`src/rtl/oric_ram_bridge_if.sv`:
```
// SDRAM controller port (toggle handshake) between the bridge and sdram port1.
interface oric_ram_bridge_if;
  logic        port_req;
  logic        port_ack;
  logic [15:0] port_a;
  logic        port_we;
  logic [1:0]  port_ds;
  logic [15:0] port_d;
  logic [15:0] port_q;

  modport master (
    output port_req, port_a, port_we, port_ds, port_d,
    input  port_ack, port_q
  );

  modport slave (
    input  port_req, port_a, port_we, port_ds, port_d,
    output port_ack, port_q
  );
endinterface

```
`src/rtl/oric_ram_bridge.sv`:
```
// Oric core RAM strobes -> SDRAM toggle-handshake bridge with a one-deep
// pending slot, byte-lane selection, read-data capture and ack watchdog.
module oric_ram_bridge #(
  parameter int unsigned ACK_TIMEOUT = 63
) (
  input  logic                      clk_sys,
  input  logic                      reset,
  input  logic                      ram_cs,
  input  logic                      ram_oe,
  input  logic                      ram_we,
  input  logic [15:0]               ram_ad,
  input  logic [7:0]                ram_d,
  output logic [7:0]                ram_q,
  oric_ram_bridge_if.master         sdram,
  output logic                      busy,
  output logic                      timeout_err
);

  localparam logic [7:0] TMO = 8'(ACK_TIMEOUT);

  typedef enum logic {IDLE, WAIT_ACK} state_t;

  typedef struct packed {
    logic [15:0] a;
    logic        we;
    logic [1:0]  ds;
    logic [7:0]  d;
  } acc_t;

  localparam acc_t ACC_RST = '{a: '0, we: 1'b0, ds: 2'b11, d: '0};

  state_t      state, state_n;
  acc_t        cur, cur_n;
  acc_t        pend, pend_n;
  logic        pend_valid, pend_valid_n;
  logic        req, req_n;
  logic [7:0]  timer, timer_n;
  logic [7:0]  q, q_n;
  logic        err, err_n;
  logic        rd_old, wr_old;
  logic [15:0] ad_old;

  logic        rd, wr, trig;
  acc_t        cap;

  assign rd   = ram_cs & ram_oe;
  assign wr   = ram_cs & ram_we;
  assign trig = (rd & ~rd_old) | (wr & ~wr_old) | (rd & (ram_ad != ad_old));

  assign cap.a  = ram_ad;
  assign cap.we = ram_we;
  assign cap.ds = ram_we ? (ram_ad[0] ? 2'b10 : 2'b01) : 2'b11;
  assign cap.d  = ram_d;

  assign sdram.port_req = req;
  assign sdram.port_a   = cur.a;
  assign sdram.port_we  = cur.we;
  assign sdram.port_ds  = cur.ds;
  assign sdram.port_d   = {cur.d, cur.d};
  assign ram_q          = q;
  assign timeout_err    = err;
  assign busy           = (state == WAIT_ACK) | pend_valid;

  // Strobe history used for edge/address-change trigger detection.
  always_ff @(posedge clk_sys or posedge reset) begin
    if (reset) begin
      rd_old <= 1'b0;
      wr_old <= 1'b0;
      ad_old <= '0;
    end else begin
      rd_old <= rd;
      wr_old <= wr;
      ad_old <= ram_ad;
    end
  end

  // State and datapath registers.
  always_ff @(posedge clk_sys or posedge reset) begin
    if (reset) begin
      state      <= IDLE;
      cur        <= ACC_RST;
      pend       <= '0;
      pend_valid <= 1'b0;
      req        <= 1'b0;
      timer      <= '0;
      q          <= '0;
      err        <= 1'b0;
    end else begin
      state      <= state_n;
      cur        <= cur_n;
      pend       <= pend_n;
      pend_valid <= pend_valid_n;
      req        <= req_n;
      timer      <= timer_n;
      q          <= q_n;
      err        <= err_n;
    end
  end

  // Next-state: issue, completion, pending-slot management and watchdog.
  always_comb begin
    state_n      = state;
    cur_n        = cur;
    pend_n       = pend;
    pend_valid_n = pend_valid;
    req_n        = req;
    timer_n      = timer;
    q_n          = q;
    err_n        = err;
    unique case (state)
      IDLE: begin
        if (trig) begin
          cur_n   = cap;
          req_n   = ~req;
          timer_n = '0;
          state_n = WAIT_ACK;
        end
      end
      WAIT_ACK: begin
        if (sdram.port_ack == req) begin
          if (!cur.we)
            q_n = cur.a[0] ? sdram.port_q[15:8] : sdram.port_q[7:0];
          // Retire first; a queued access goes out on this same edge and the
          // slot it vacates can take a trigger arriving in this cycle.
          if (pend_valid) begin
            cur_n        = pend;
            req_n        = ~req;
            timer_n      = '0;
            pend_valid_n = trig;
            if (trig)
              pend_n = cap;
          end else if (trig) begin
            cur_n   = cap;
            req_n   = ~req;
            timer_n = '0;
          end else begin
            state_n = IDLE;
          end
        end else if (timer == TMO) begin
          err_n        = 1'b1;
          pend_valid_n = 1'b0;
          state_n      = IDLE;
        end else begin
          if (timer != 8'hFF)
            timer_n = timer + 8'd1;
          // A queued write must survive; a read trigger yields to it.
          if (trig && !(pend_valid && pend.we && !cap.we)) begin
            pend_n       = cap;
            pend_valid_n = 1'b1;
          end
        end
      end
      default: state_n = IDLE;
    endcase
  end

endmodule

```
`src/flat_wrapper.sv`:
```
// flat-port wrapper written by rule: the top's interface ports become plain ports
module oric_ram_bridge_flat 
#(
  parameter int unsigned ACK_TIMEOUT = 63
)
  (clk_sys, reset, ram_cs, ram_oe, ram_we, ram_ad, ram_d, ram_q, busy, timeout_err, sdram_port_req, sdram_port_a, sdram_port_we, sdram_port_ds, sdram_port_d, sdram_port_ack, sdram_port_q);
  oric_ram_bridge_if sdram_i ();
  input  logic clk_sys;
  input  logic reset;
  input  logic ram_cs;
  input  logic ram_oe;
  input  logic ram_we;
  input  logic [15:0] ram_ad;
  input  logic [7:0] ram_d;
  output logic [7:0] ram_q;
  output logic busy;
  output logic timeout_err;
  output wire logic [$bits(sdram_i.port_req)-1:0] sdram_port_req;
  output wire logic [$bits(sdram_i.port_a)-1:0] sdram_port_a;
  output wire logic [$bits(sdram_i.port_we)-1:0] sdram_port_we;
  output wire logic [$bits(sdram_i.port_ds)-1:0] sdram_port_ds;
  output wire logic [$bits(sdram_i.port_d)-1:0] sdram_port_d;
  input wire logic [$bits(sdram_i.port_ack)-1:0] sdram_port_ack;
  input wire logic [$bits(sdram_i.port_q)-1:0] sdram_port_q;
  assign sdram_port_req = sdram_i.port_req;
  assign sdram_port_a = sdram_i.port_a;
  assign sdram_port_we = sdram_i.port_we;
  assign sdram_port_ds = sdram_i.port_ds;
  assign sdram_port_d = sdram_i.port_d;
  assign sdram_i.port_ack = sdram_port_ack;
  assign sdram_i.port_q = sdram_port_q;
  oric_ram_bridge #(.ACK_TIMEOUT(ACK_TIMEOUT)) u_core (.clk_sys(clk_sys), .reset(reset), .ram_cs(ram_cs), .ram_oe(ram_oe), .ram_we(ram_we), .ram_ad(ram_ad), .ram_d(ram_d), .ram_q(ram_q), .sdram(sdram_i), .busy(busy), .timeout_err(timeout_err));
endmodule
```
`config.mk`:
```
export PLATFORM = sky130hd
export DESIGN_NAME = oric_ram_bridge_flat
export DESIGN_NICKNAME = d
export VERILOG_FILES = /design/src/rtl/oric_ram_bridge_if.sv /design/src/rtl/oric_ram_bridge.sv /design/src/flat_wrapper.sv
export SDC_FILE = /design/constraint.sdc
export NUM_CORES = 1
export LEC_CHECK = 0
export CORE_MARGIN = 5
export CORE_UTILIZATION = 46
export CTS_CLUSTER_SIZE = 30
export DETAILED_ROUTE_END_ITERATION = 10
export PLACE_DENSITY = 0.86
export SETUP_SLACK_MARGIN = 0.02
export SLEW_MARGIN = 15
export SYNTH_ARGS = -nofsm -noshare
export SYNTH_HDL_FRONTEND = slang
export SYNTH_SLANG_ARGS = --single-unit
```
`constraint.sdc`:
```
create_clock -name clk_sys -period 2.55 [get_ports clk_sys]
set_input_delay 0.3825 -clock clk_sys [delete_from_list [all_inputs] [get_ports clk_sys]]
set_output_delay 0.3825 -clock clk_sys [all_outputs]
set_load 0.05 [all_outputs]
```
==> reports/metrics.cfg <==
[status]
outcome = finished, final reports clean

[worst_setup_path]
rr_worst_depth = 7
max_stage_delay_ps = 410
cp.required_ps = 2800
cp-end-kind = flop
crit_type = flop to flop
worstPathArrival_ps = 2550
cp-startpoint = u_core.timer[0]
slowest_stage = a2111oi_4
r2r_start = u_core.timer[0]
critPathMaxFanout = 20
crit_chain = ha_1 -> and4_1 -> nand3_1 -> a31oi_1 -> a2111oi_4 -> buf_12 -> mux2_2
cp-start-kind = flop

[clocking]
clk_path_buf_depth = 2
cts.sinks = 92
post_cts_buffers = 0
cts_tree = yes
clk_latency_ps = 370
ctsRootBufferMaster = clkbuf_8
cts_hold_buf = 0
htree_levels = 3
cts_buffers = 9
cts_resized = 0
path_clk_slew_ps = 90

[power]
ir_drop_mv = 0.584
p_leak_nw = 2.55
powerDensity_nw_per_um2 = 1300

[timing]
rsz0062_at_grt = false
maxSlewViolCount = 0
skew_ps = 11.6
clock.fmax_ghz = 0.436
period_needed_ps = 2290
period_share = 0.900
setup_violations = 0
setup_ws_ps = 255
slew_headroom = 0.645
worst_pin_slew_ps = 531
final-hold-violation-count = 0
holdWs_ps = 400

[route]
ant_nets = 0
num_vias = 3270
first_pass_iters = 4
post_drt_wl_per_cell_um = 16.6
dr.first_iter.drc_count = 261
drt_wl_total_mm = 10.0
via_per_inst = 5.40
drc = 0

[die]
die_area_um2 = 11100
core_um2 = 8810
row_count = 34
io_pins = 92
dieHeight_um = 105
die_x_um = 105
initial_core_util = 0.475

[placement]
dpl-instance-area_um2 = 5350
post-dp-hpwl_mm = 7.42
dp_slack_ps = -164
portBuffers = 91
finalWeightedCongestion = 0.870

[synth]
yosysMostFrequentCell = dfrtp_1
syn_nets = 433
yosysTopAreaCellShare = 0.538
avgSynthCellArea_um2 = 10.8
ys_seq_elements = 92
netlist_instances = 386
synth-edff-count = 0
async_reset_ff_frac = 1.00
yosysSeqAreaShare = 0.551
ys_types = 48
yosys_warnings = 0
synthTopCellsByCount = 90 x dfrtp_1, 56 x inv_1, 41 x nor2_1
netlist_top_cells_area = dfrtp_1 54%, mux2_2 7.0%, a221oi_1 5.2%
synth_area_um2 = 4190
synth_ff_type = dfrtp_1
synth_largest_area_cell = dfrtp_1

[grt]
grt_max_degree = 47
overflow = 0
grt_pass1_vias = 3539
grt_pass1_wl_mm = 17.1
grt_usage = 0.190
antenna_found_initial = 0

[final_layout]
n_fill_cell = 688
stdcell_area_um2 = 5540
nets = 540
multi_input_comb_area_um2 = 1540
drive_gt1_frac = 0.153
diodes = 0
synthToLayoutAreaGrowth_pct = 32.3
seq_area_um2 = 2300

[flow_run]
drv_cap = 0

[hold_path]
hold_path.class = input port to asynchronous set/reset pin

==> critical path, delay by kind of cell (launching register included) <==
kind | cells | cell delay (ps)
AND/OR/NAND/NOR | 2 | 380
adder cells (fa/ha/maj) | 1 | 250
multiplexers | 1 | 340
buffers and inverters | 1 | 220
AO/OA/AOI/OAI | 2 | 590
flip-flops | 1 | 400
==> final timing paths <==
check / endpoint / slack, ps
worst min register to register: u_core.timeout_err / 470
min in group clk_sys: u_core.timeout_err / 470
worst max-delay path: u_core.pend[21] / 260
max in group asynchronous: u_core.ad_old[7] / 1470
worst min-delay path: u_core.pend[15] / 400
worst max register to register: u_core.pend[21] / 260
==> per-layer routing <==
metal / global-route usage / routed length (µm) / up-vias
met5: 0 / 0 / -
met4: 0.0675 / 171 / 0
met3: 0.0428 / 678 / 20
met2: 0.327 / 5040 / 128
met1: 0.235 / 4120 / 1596
li1: - / - / 1526
==> registers in the layout, summed over array words and instances (netlist names) <==
signal,flops
u_core.sdram.port_ds,2
u_core.sdram.port_we,1
u_core.rd_old,1
u_core.timeout_err,1
u_core.ram_q,8
u_core.pend,27
u_core.pend_valid,1
u_core.timer,8
u_core.state,1
u_core.sdram.port_d,8
u_core.wr_old,1
u_core.ad_old,16
u_core.sdram.port_req,1
u_core.sdram.port_a,16
==> layout by cell type (no fill, tap or decap), drive strengths merged, types with 3 or more instances in the layout <==
cell type / synthesis / routed
a211oi: 3 / 3
a21oi: 19 / 19
a221oi: 25 / 25
a31oi: 4 / 4
and2: 4 / 4
and3: 4 / 4
buf: 17 / 29
clkbuf: 7 / 10
clkdlybuf4s50: 0 / 90
clkinv: 0 / 4
dfrtp: 90 / 90
inv: 56 / 55
mux2: 27 / 27
mux2i: 9 / 9
nand2: 12 / 12
nand3: 6 / 6
nor2: 41 / 41
nor3: 4 / 4
nor4: 3 / 3
o21ai: 7 / 7
xnor2: 5 / 5
xor2: 16 / 16
==> cell type report <==
class / instances / area share
tap: 108 / 0.0244
multi-input combinational: 214 / 0.277
sequential: 92 / 0.416
timing repair buffer: 120 / 0.211
inverter: 56 / 0.0386
clock buffer: 10 / 0.0230
clock inverter: 5 / 0.00971
==> where the power goes <==
part	total [mW]	internal, mW	switching [mW]
Clock	0.944	0.445	0.499
Combinational	3.83	1.46	2.36
Sequential	2.41	2.03	0.374
==> per-stage QoR <==
| step | util | power [mW] | cells | setup TNS, ps |
|---|---|---|---|---|
| 2_1_floorplan | - | 5.01 | 386 | 0 |
| 3_3_place_gp | 0.608 | 6.12 | 590 | -1120 |
| 3_5_place_dp | 0.608 | 6.27 | 590 | -3400 |
| 4_1_cts | 0.629 | 7.21 | 605 | 0 |
| 5_1_grt | 0.629 | 7.56 | 605 | 0 |
| 6_report | 0.629 | 7.18 | 605 | 0 |
==> kinds of logic (layout without fill, tap and decap cells) <==
logic type      after synthesis  after routing  synth area share
flops                        92             92             0.551
simple gates                 81             81            0.0882
buf+inv                      80            191            0.0858
compound gates               75             75             0.134
mux                          36             36            0.0942
xor+xnor                     21             21            0.0439
fa+ha+maj                     1              1           0.00299
Note: power is estimated with default switching activity, not from simulation.
